File: src/rtl/segre_pkg.sv
// Shared CSR constants and the trap/MRET sequencer state encoding.
package segre_pkg;

    localparam int WORD_SIZE       = 32;
    localparam int CSR_ID_BIT_SIZE = 2;

    localparam logic [CSR_ID_BIT_SIZE:0] MSTATUS_ID = 3'd0;
    localparam logic [CSR_ID_BIT_SIZE:0] MTVEC_ID   = 3'd1;
    localparam logic [CSR_ID_BIT_SIZE:0] MEPC_ID    = 3'd2;
    localparam logic [CSR_ID_BIT_SIZE:0] MCAUSE_ID  = 3'd3;

    localparam int         MSTATUS_MIE_BIT  = 3;
    localparam int         MSTATUS_MPIE_BIT = 7;
    localparam int         MSTATUS_MPP_LSB  = 11;
    localparam logic [1:0] MPP_MACHINE      = 2'b11;

    typedef enum logic [3:0] {
        IDLE,
        T_RD_TVEC,
        T_RD_STAT,
        T_WRITE,
        T_REDIR,
        M_RD_EPC,
        M_RD_STAT,
        M_WRITE,
        M_REDIR
    } trap_state_e;

endpackage

File: src/rtl/segre_mstatus_update.sv
// Computes the mstatus value written on trap entry (is_trap=1) or MRET (is_trap=0).
module segre_mstatus_update
    import segre_pkg::*;
(
    input  logic [WORD_SIZE-1:0] stat,
    input  logic                 is_trap,
    output logic [WORD_SIZE-1:0] new_mstatus
);

    always_comb begin
        new_mstatus = stat;
        if (is_trap) begin
            new_mstatus[MSTATUS_MPIE_BIT]               = stat[MSTATUS_MIE_BIT];
            new_mstatus[MSTATUS_MIE_BIT]                = 1'b0;
            new_mstatus[MSTATUS_MPP_LSB +: 2]           = MPP_MACHINE;
        end else begin
            new_mstatus[MSTATUS_MIE_BIT]                = stat[MSTATUS_MPIE_BIT];
            new_mstatus[MSTATUS_MPIE_BIT]               = 1'b1;
        end
    end

endmodule

File: src/rtl/segre_csr_trap_controller.sv
// Sole master of the CSR register file: passes instruction CSR accesses through in IDLE
// and sequences the read-modify-write for trap entry and MRET, ending in a flush/redirect.
module segre_csr_trap_controller
    import segre_pkg::*;
#(
    parameter logic [31:0] MTVEC_MASK   = 32'hFFFF_FFFC,
    parameter bit          TRAP_PRIO_HI = 1'b1
) (
    input  logic                       clk_i,
    input  logic                       rst_i,
    input  logic                       exc_valid_i,
    input  logic [WORD_SIZE-1:0]       exc_cause_i,
    input  logic [WORD_SIZE-1:0]       exc_pc_i,
    input  logic                       mret_valid_i,
    input  logic                       csr_valid_i,
    output logic                       csr_ready_o,
    input  logic                       csr_we_i,
    input  logic [CSR_ID_BIT_SIZE:0]   csr_id_i,
    input  logic [WORD_SIZE-1:0]       csr_wdata_i,
    output logic [WORD_SIZE-1:0]       csr_rdata_o,
    output logic                       rf_we_o,
    output logic                       rf_exc_we_o,
    output logic [CSR_ID_BIT_SIZE:0]   rf_r_id_o,
    output logic [CSR_ID_BIT_SIZE:0]   rf_w_id_o,
    output logic [WORD_SIZE-1:0]       rf_w_data_o,
    output logic [WORD_SIZE-1:0]       rf_mstatus_o,
    output logic [WORD_SIZE-1:0]       rf_mtvec_o,
    output logic [WORD_SIZE-1:0]       rf_mepc_o,
    output logic [WORD_SIZE-1:0]       rf_mcause_o,
    input  logic [WORD_SIZE-1:0]       rf_rdata_i,
    output logic                       flush_o,
    output logic                       redirect_o,
    output logic [WORD_SIZE-1:0]       redirect_pc_o,
    output logic                       busy_o
);

    trap_state_e          state;
    logic [WORD_SIZE-1:0] tvec_q, stat_q, epc_q, cause_q, pc_q;
    logic [WORD_SIZE-1:0] mstatus_new;
    logic                 take_trap, take_mret;

    assign take_trap = exc_valid_i && (TRAP_PRIO_HI || !mret_valid_i);
    assign take_mret = mret_valid_i && !take_trap;

    segre_mstatus_update u_mstatus_update (
        .stat        (stat_q),
        .is_trap     (state == T_WRITE),
        .new_mstatus (mstatus_new)
    );

    always_ff @(posedge clk_i) begin
        if (rst_i) begin
            state   <= IDLE;
            tvec_q  <= '0;
            stat_q  <= '0;
            epc_q   <= '0;
            cause_q <= '0;
            pc_q    <= '0;
        end else begin
            case (state)
                IDLE: begin
                    if (take_trap || take_mret) begin
                        pc_q    <= exc_pc_i;
                        cause_q <= exc_cause_i;
                    end
                    if (take_trap)      state <= T_RD_TVEC;
                    else if (take_mret) state <= M_RD_EPC;
                end
                T_RD_TVEC: begin tvec_q <= rf_rdata_i; state <= T_RD_STAT; end
                T_RD_STAT: begin stat_q <= rf_rdata_i; state <= T_WRITE;   end
                T_WRITE:   state <= T_REDIR;
                T_REDIR:   state <= IDLE;
                M_RD_EPC:  begin epc_q  <= rf_rdata_i; state <= M_RD_STAT; end
                M_RD_STAT: begin stat_q <= rf_rdata_i; state <= M_WRITE;   end
                M_WRITE:   state <= M_REDIR;
                M_REDIR:   state <= IDLE;
                default:   state <= IDLE;
            endcase
        end
    end

    always_comb begin
        csr_ready_o   = 1'b0;
        csr_rdata_o   = rf_rdata_i;
        rf_we_o       = 1'b0;
        rf_exc_we_o   = 1'b0;
        rf_r_id_o     = '0;
        rf_w_id_o     = '0;
        rf_w_data_o   = '0;
        rf_mstatus_o  = '0;
        rf_mtvec_o    = '0;
        rf_mepc_o     = '0;
        rf_mcause_o   = '0;
        flush_o       = 1'b0;
        redirect_o    = 1'b0;
        redirect_pc_o = '0;
        busy_o        = (state != IDLE);
        case (state)
            IDLE: begin
                rf_r_id_o   = csr_id_i;
                rf_w_id_o   = csr_id_i;
                rf_w_data_o = csr_wdata_i;
                if (!(take_trap || take_mret)) begin
                    csr_ready_o = 1'b1;
                    rf_we_o     = csr_valid_i && csr_we_i;
                end
            end
            T_RD_TVEC: rf_r_id_o = MTVEC_ID;
            T_RD_STAT: rf_r_id_o = MSTATUS_ID;
            T_WRITE: begin
                rf_exc_we_o  = 1'b1;
                rf_mstatus_o = mstatus_new;
                rf_mtvec_o   = tvec_q;
                rf_mepc_o    = pc_q;
                rf_mcause_o  = cause_q;
            end
            T_REDIR: begin
                flush_o       = 1'b1;
                redirect_o    = 1'b1;
                redirect_pc_o = tvec_q & MTVEC_MASK;
            end
            M_RD_EPC:  rf_r_id_o = MEPC_ID;
            M_RD_STAT: rf_r_id_o = MSTATUS_ID;
            M_WRITE: begin
                rf_we_o     = 1'b1;
                rf_w_id_o   = MSTATUS_ID;
                rf_w_data_o = mstatus_new;
            end
            M_REDIR: begin
                flush_o       = 1'b1;
                redirect_o    = 1'b1;
                redirect_pc_o = epc_q;
            end
            default: ;
        endcase
        // Reset must also suppress any in-flight RF write, so it overrides every output.
        if (rst_i) begin
            csr_ready_o   = 1'b0;
            csr_rdata_o   = '0;
            rf_we_o       = 1'b0;
            rf_exc_we_o   = 1'b0;
            rf_r_id_o     = '0;
            rf_w_id_o     = '0;
            rf_w_data_o   = '0;
            rf_mstatus_o  = '0;
            rf_mtvec_o    = '0;
            rf_mepc_o     = '0;
            rf_mcause_o   = '0;
            flush_o       = 1'b0;
            redirect_o    = 1'b0;
            redirect_pc_o = '0;
            busy_o        = 1'b0;
        end
    end

endmodule
File: config.mk
export PLATFORM = sky130hd
export DESIGN_NAME = segre_csr_trap_controller
export DESIGN_NICKNAME = d
export VERILOG_FILES = /design/src/rtl/segre_pkg.sv /design/src/rtl/segre_mstatus_update.sv /design/src/rtl/segre_csr_trap_controller.sv
export SDC_FILE = /design/constraint.sdc
export NUM_CORES = 1
export LEC_CHECK = 0
export BUFFER_PORTS_ARGS = -buffer_cell sky130_fd_sc_hd__buf_4
export CORE_ASPECT_RATIO = 0.7
export CORE_UTILIZATION = 30
export DETAILED_ROUTE_END_ITERATION = 8
export HOLD_SLACK_MARGIN = 0.15
export PLACE_DENSITY = 0.52
export SLEW_MARGIN = 20
export SYNTH_ARGS = -nofsm -noshare
export SYNTH_HDL_FRONTEND = slang
export SYNTH_SLANG_ARGS = --single-unit
export TNS_END_PERCENT = 5
File: constraint.sdc
create_clock -name clk_i -period 5.4 [get_ports clk_i]
set_input_delay 1.08 -clock clk_i [delete_from_list [all_inputs] [get_ports clk_i]]
set_output_delay 1.08 -clock clk_i [all_outputs]
set_load 0.005 [all_outputs]
==> results.md, run 1 <==
- Final nets: 1474
- Largest net degree at the start of global routing: 191
- Synth top area cells: dfxtp_1 39%, and2_1 9.6%, nand2b_1 9.4%, nand2_1 8.5%, mux2i_1 7.5%
- Area of the mapped netlist: 8500 sq um
- Final Hold Viols: 0
- Worst hold path type: register to register
- DRT antenna net count: 0
- Total track usage: 19.5%
- Setup TNS: 0 ps
- Crit Reg-Reg Startpoint: state[0]
- Top Ports: 373
- Outcome: complete, no violations
- Net switching power: 1440 uW
- Slew Viols, Final: 0
- Post-Syn Nets: 1168
- RSZ-0062 raised after global routing: false
- Startpoint types: register
- Tcrit/Tclk final: approximately 73%
- Final Skew: 10.2 ps
- Hold Path Cell Cnt: 2
- Peak supply drop: approximately 0.20 mV
- Die area: just under 30000 sq um
- Peak Freq: 0.255 GHz
- Post-layout min period: 3930 ps
- Final hold slack: 452 ps
- CTS resizes: 0
- Clock Tree Root: clkbuf_16
- Most common library cells after synthesis: 192 x nand2_1, 164 x dfxtp_1, 130 x and2_1
- Combinational power share: 31.8%
- Pleak: 0.00515 uW
- Post-synth EDFFs: 0
- Critical path class: register to output pin
- Share of cells above drive strength 1: 32.8%
- CTS sink cnt: 164
- Syn-to-layout area delta: 40.3%
- Post-route cell area: about 12000 sq um
- Worst Path Required: ~4300 ps
- Total CTS buffers: 17
- R2R Setup Slk: 2770 ps
- Global route overflow: 0
- Netlist cell types: 41
- Cell row count: 51
- H-tree levels: 4
- Routed length on met3: 1800 microns
- Met2 wire len: 13400 microns
- Core ar.: between 20000 and 30000 sq um
- Die Wd: 203 microns
- Pint: 2750 uW
- Ant. Diodes: 0
- Via count: 7911
- P per Cell Area: ~350 nW/um^2
- Worst-path fanout max: 25
- Synth Register Bits: 164
- Worst-Skew Late Latency: 430 ps
- Clock Path Buffers: 2
- First-pass GRT wire length: 43800 microns
- Sequential share of power: 40.0%
- Clk network pwr share: 28.2%
- Max cap viols: 0
- Sw Share: approximately 34%
- Average routed wire per standard cell: 16.9 microns
- Synthesized area per cell: slightly above 8 sq um
- Post-DP HPWL: 19400 microns
- Filler cell count: 2821
- Slew @ Worst Pin: 951 ps
- Area post-placement: 11400 sq um
- Placed Cells: 1689
- Vias per inst: 4.60
- Initial antenna violation count: 0
- Synth top area share: 38.6%
- Final wirelength: about 29000 microns
- Hold endpoint: stat_q[3]
- Ys Warns: 0
- Post-synthesis sequential area ratio: 38.6%
- Final setup fails: 0
- Die Y: 143 microns
- Worst setup EP type: output pin
- Clock transition at the registers of the reported paths: 60 ps
- Number of global-route vias before repair: 7536
- Post-Route M1 WL: 13600 microns
- Post-CTS Setup Bufs: 0
- Cell accounting for the most synthesized area: dfxtp_1
- CTS tree: done
- Initial Util: 30.5%
- Worst hold start: stat_q[3]
- Dpl ws: 1530 ps
- Port Buffers: about 370
- Reg-to-reg endpoint: cause_q[9]
- DRC Markers: 0
- RD Place Congestion: around 0.76
- Worst Slack Setup Final: 1470 ps
- Highest metal used: met4
- Hold-fix buffers, CTS: 0
- Most used DFF post-synth: dfxtp_1
- Worst rel slew slack: 36.6%
- Worst r2r path cells: 4
- Most common cell in the netlist: nand2_1
- Synth async-reset ratio: 0%
- Drt pass-1 iters: 6
- CP arrival: 2850 ps
- Gate Count Post-Synth: 1031
- Starting DRT DRC Count: 334
- Final Non-Filler Cells: 1720
## sequential cells by signal, summed over array words and instances, names as in the netlist
signal / count
state: 4
epc_q: 32
cause_q: 32
tvec_q: 32
pc_q: 32
stat_q: 32
## cells in the final DEF (no fill, tap or decap), types with 3 or more instances in the layout
master,count
a21oi_1,89
a21oi_2,8
a22o_1,26
a22o_2,5
a22oi_1,30
and2_1,130
buf_12,4
buf_4,379
clkbuf_1,3
clkbuf_16,17
clkbuf_8,4
clkinvlp_4,5
dfxtp_1,164
mux2i_1,64
nand2_1,192
nand2b_1,128
nor2_1,36
nor2b_1,33
nor4b_4,4
## power groups by stage
stage | Clock (uW) | Combinational [uW] | Sequential (uW)
floorplan | 0 | 984 | 1600
global placement | 0 | 1340 | 1690
finish | 1180 | 1330 | 1670
global route | 1260 | 1460 | 1710
detailed placement | 0 | 1350 | 1700
CTS | 1220 | 1350 | 1670
## worst max-delay path, stage by stage (launching register included)
cell and delay, ps:
dfxtp_1 810, nor4b_4 720, buf_4 450, a22oi_1 110, nor2_1 160, buf_4 140
## how the worst max path moves through the flow
stage                                    to  depth (start not counted)  startpoint
after CTS                 redirect_pc_o[27]                          5    state[3]
after floorplan             rf_w_data_o[10]                          6       rst_i
final                     redirect_pc_o[27]                          5    state[3]
after detailed placement     rf_w_data_o[5]                          6       rst_i
after global placement      rf_w_data_o[16]                          6       rst_i
after global routing       redirect_pc_o[9]                          5    state[3]
## cell type report
| cell class | count | area [sq um] | area share, % |
|---|---|---|---|
| Multi-Input combinational cell | 770 | 4680 | 39.2 |
| Clock inverter | 8 | 77.6 | 0.651 |
| Tap cell | 371 | 464 | 3.89 |
| Sequential cell | 164 | 3280 | 27.5 |
| Clock buffer | 23 | 478 | 4.01 |
| Timing Repair Buffer | 384 | 2940 | 24.7 |
## logic make-up (layout without fill, tap and decap cells)
| group | Yosys count | count (layout) | share of synthesized area, % |
|---|---|---|---|
| AO/OA/AOI/OAI | 163 | 163 | 12.5 |
| XOR/XNOR | 1 | 1 | 0.103 |
| buffers and inverters | 97 | 415 | 6.55 |
| flip-flops | 164 | 164 | 38.6 |
| multiplexers | 64 | 64 | 7.54 |
| other | 1 | 1 | 0.0441 |
| AND/OR/NAND/NOR | 541 | 541 | 34.6 |
## per-layer routing
layer / GRT usage, % / up-vias
met2: 31.5 / 206
met4: 4.35 / 0
met5: 0 / -
met3: 5.55 / 14
met1: 25.7 / 3717
li1: - / 3974
## metrics by stage
step,util (%),total power [uW]
4_1_cts,42.8,4240
2_1_floorplan,-,2580
6_report,42.8,4190
3_5_place_dp,40.8,3050
3_3_place_gp,40.8,3030
5_1_grt,42.8,4430
Note: power is estimated with default switching activity, not from simulation.
==> run 2: changes to the inputs <==
PLACE_DENSITY = 0.54   (was 0.52)
clock period = 3.4 ns   (was 5.4 ns; I/O delays follow)
==> results.md, run 2 (synthesis gave the netlist of run 1 again) <==
- Outcome: complete, no violations (unchanged)
- Die area: 29000 sq um (unchanged)
- Slew @ Worst Pin: 1100 ps (was 951 ps)
- Final Non-Filler Cells: 1724 (was 1720)
- Total CTS buffers: 17 (unchanged)
- Max cap viols: 0 (unchanged)
- Peak Freq: 0.331 GHz
- Worst hold path type: register to register (unchanged)
- Post-DP HPWL: 19400 microns (about the same)
- Share of cells above drive strength 1: 33.1% (was 32.8%)
- Post-CTS Setup Bufs: 0 (unchanged)
- Commonest non-fill, non-tap cell in the layout: buf_4 (unchanged)
- Worst setup EP type: output pin (unchanged)
- Worst-Skew Late Latency: 420 ps (was 430 ps)
- Most frequent cells in the layout: 384 x buf_4, 192 x nand2_1, 164 x dfxtp_1, 130 x and2_1, 128 x nand2b_1 (was 379 x buf_4, 192 x nand2_1, 164 x dfxtp_1, 130 x and2_1, 128 x nand2b_1)
- Largest net degree at the start of global routing: 203 (was 191)
- Slew Viols, Final: 0 (unchanged)
- CTS tree: done (unchanged)
- Drt pass-1 iters: 5 (was 6)
- Final Skew: 9.12 ps (was 10.2 ps)
- P per Cell Area: 566 nW/um^2 (was 351 nW/um^2)
- Placed Cells: 1694 (was 1689)
- H-tree levels: 4 (unchanged)
- Startpoint types: register (unchanged)
- Vias per inst: 4.59 (was 4.60)
- CTS sink cnt: 164 (unchanged)
- DRT antenna net count: 0 (unchanged)
- Final core utilization: 43.1% (was 42.8%)
- Setup TNS: 0 ps (unchanged)
- CTS resizes: 0 (unchanged)
- Final nets: 1479 (was 1474)
- First-pass GRT wire length: 43500 microns (was 43800 microns)
- Top Ports: 373 (unchanged)
- Critical path class: register to output pin (unchanged)
- Clock Tree Root: clkbuf_16 (unchanged)
- Final setup fails: 0 (unchanged)
- Final Hold Viols: 0 (unchanged)
- Hold Path Cell Cnt: 2 (unchanged)
- Die Wd: 203 microns (unchanged)
- Total track usage: 19.3% (was 19.5%)
- Port Buffers: 371 (unchanged)
- Number of global-route vias before repair: 7497 (was 7536)
- Initial antenna violation count: 0 (unchanged)
- Pleak: 0.00521 uW (was 0.00515 uW)
- Die Y: 143 microns (unchanged)
- Initial Util: 30.5% (unchanged)
- Tcrit/Tclk final: 88.8%
- Worst Path Required: 2720 ps (was 4320 ps)
- Ant. Diodes: 0 (unchanged)
- RSZ-0062 raised after global routing: false (unchanged)
- Global route overflow: 0 (unchanged)
- Clock transition at the registers of the reported paths: 60 ps (about the same)
- Core ar.: 27800 sq um (unchanged)
- DRC Markers: 0 (unchanged)
- Hold-fix buffers, CTS: 0 (unchanged)
- Post-layout min period: roughly 3000 ps
- Average routed wire per standard cell: 16.6 microns (was 16.9 microns)
- Worst-path fanout max: 31 (was 25)
- Starting DRT DRC Count: 357 (was 334)
- Worst r2r path cells: 4 (unchanged)
- Via count: 7918 (was 7911)
- RD Place Congestion: 0.765 (was 0.756)
- CP arrival: 2340 ps (was 2850 ps)
- Cell row count: 51 (unchanged)
- Peak supply drop: 0.329 mV (was 0.200 mV)
- Final wirelength: 28600 microns (was 29000 microns)
- Syn-to-layout area delta: 41.2% (was 40.3%)
- Clock Path Buffers: 2 (unchanged)
- Worst rel slew slack: 26.9% (was 36.6%)
[run 2: cell count changes in the layout (fill, tap and decap cells not counted)]
cell	delta
clkinvlp_4	-2
bufinv_16	+1
inv_6	+1
clkbuf_8	+2
buf_4	+5
clkbuf_1	-2
clkinv_2	-1
[run 2: report_power, final]
group	switching (uW)	internal (uW)
Combinational	1160	998
Clock	810	1180
Sequential	307	2340
Total	2280	4510
[run 2: layout make-up]
type / count / area [sq um]
sequential: 164 / 3280
timing repair buffer: 389 / 2980
fill: 2843 / 15800
clock inverter: 7 / 96.3
tap: 371 / 464
multi-input combinational: 770 / 4680
clock buffer: 23 / 498
[run 2: final timing paths]
path / startpoint / end / slack [ps]
max reg2reg: state[0] / epc_q[11] / 930
min: epc_q[1] / epc_q[1] / 450
min reg2reg: epc_q[1] / epc_q[1] / 450
max: state[2] / redirect_pc_o[14] / 380
[run 2: per-layer routing]
metal | vias up | share of wire (%) | GRT usage, %
met4 | 0 | 0.80 | 4.16
met3 | 12 | 5.5 | 4.43
met2 | 228 | 47 | 31.4
met1 | 3705 | 47 | 25.9
met5 | - | 0 | 0
li1 | 3973 | - | -
[run 2: critical path, stage by stage, from the launching register on]
cell and delay, ps:
dfxtp_1 690, nor4b_4 290, buf_4 450, a22oi_1 200, nor2_1 150, buf_4 130
[run 2: per-stage QoR]
stage	setup slack (ps)	instance area, sq um	hold slack [ps]	power (uW)
6_report	379	12000	448	6790
5_1_grt	202	12000	470	7210
3_3_place_gp	640	11400	439	4830
3_5_place_dp	604	11400	444	4870
4_1_cts	327	12000	453	6880
2_1_floorplan	979	8500	432	4100
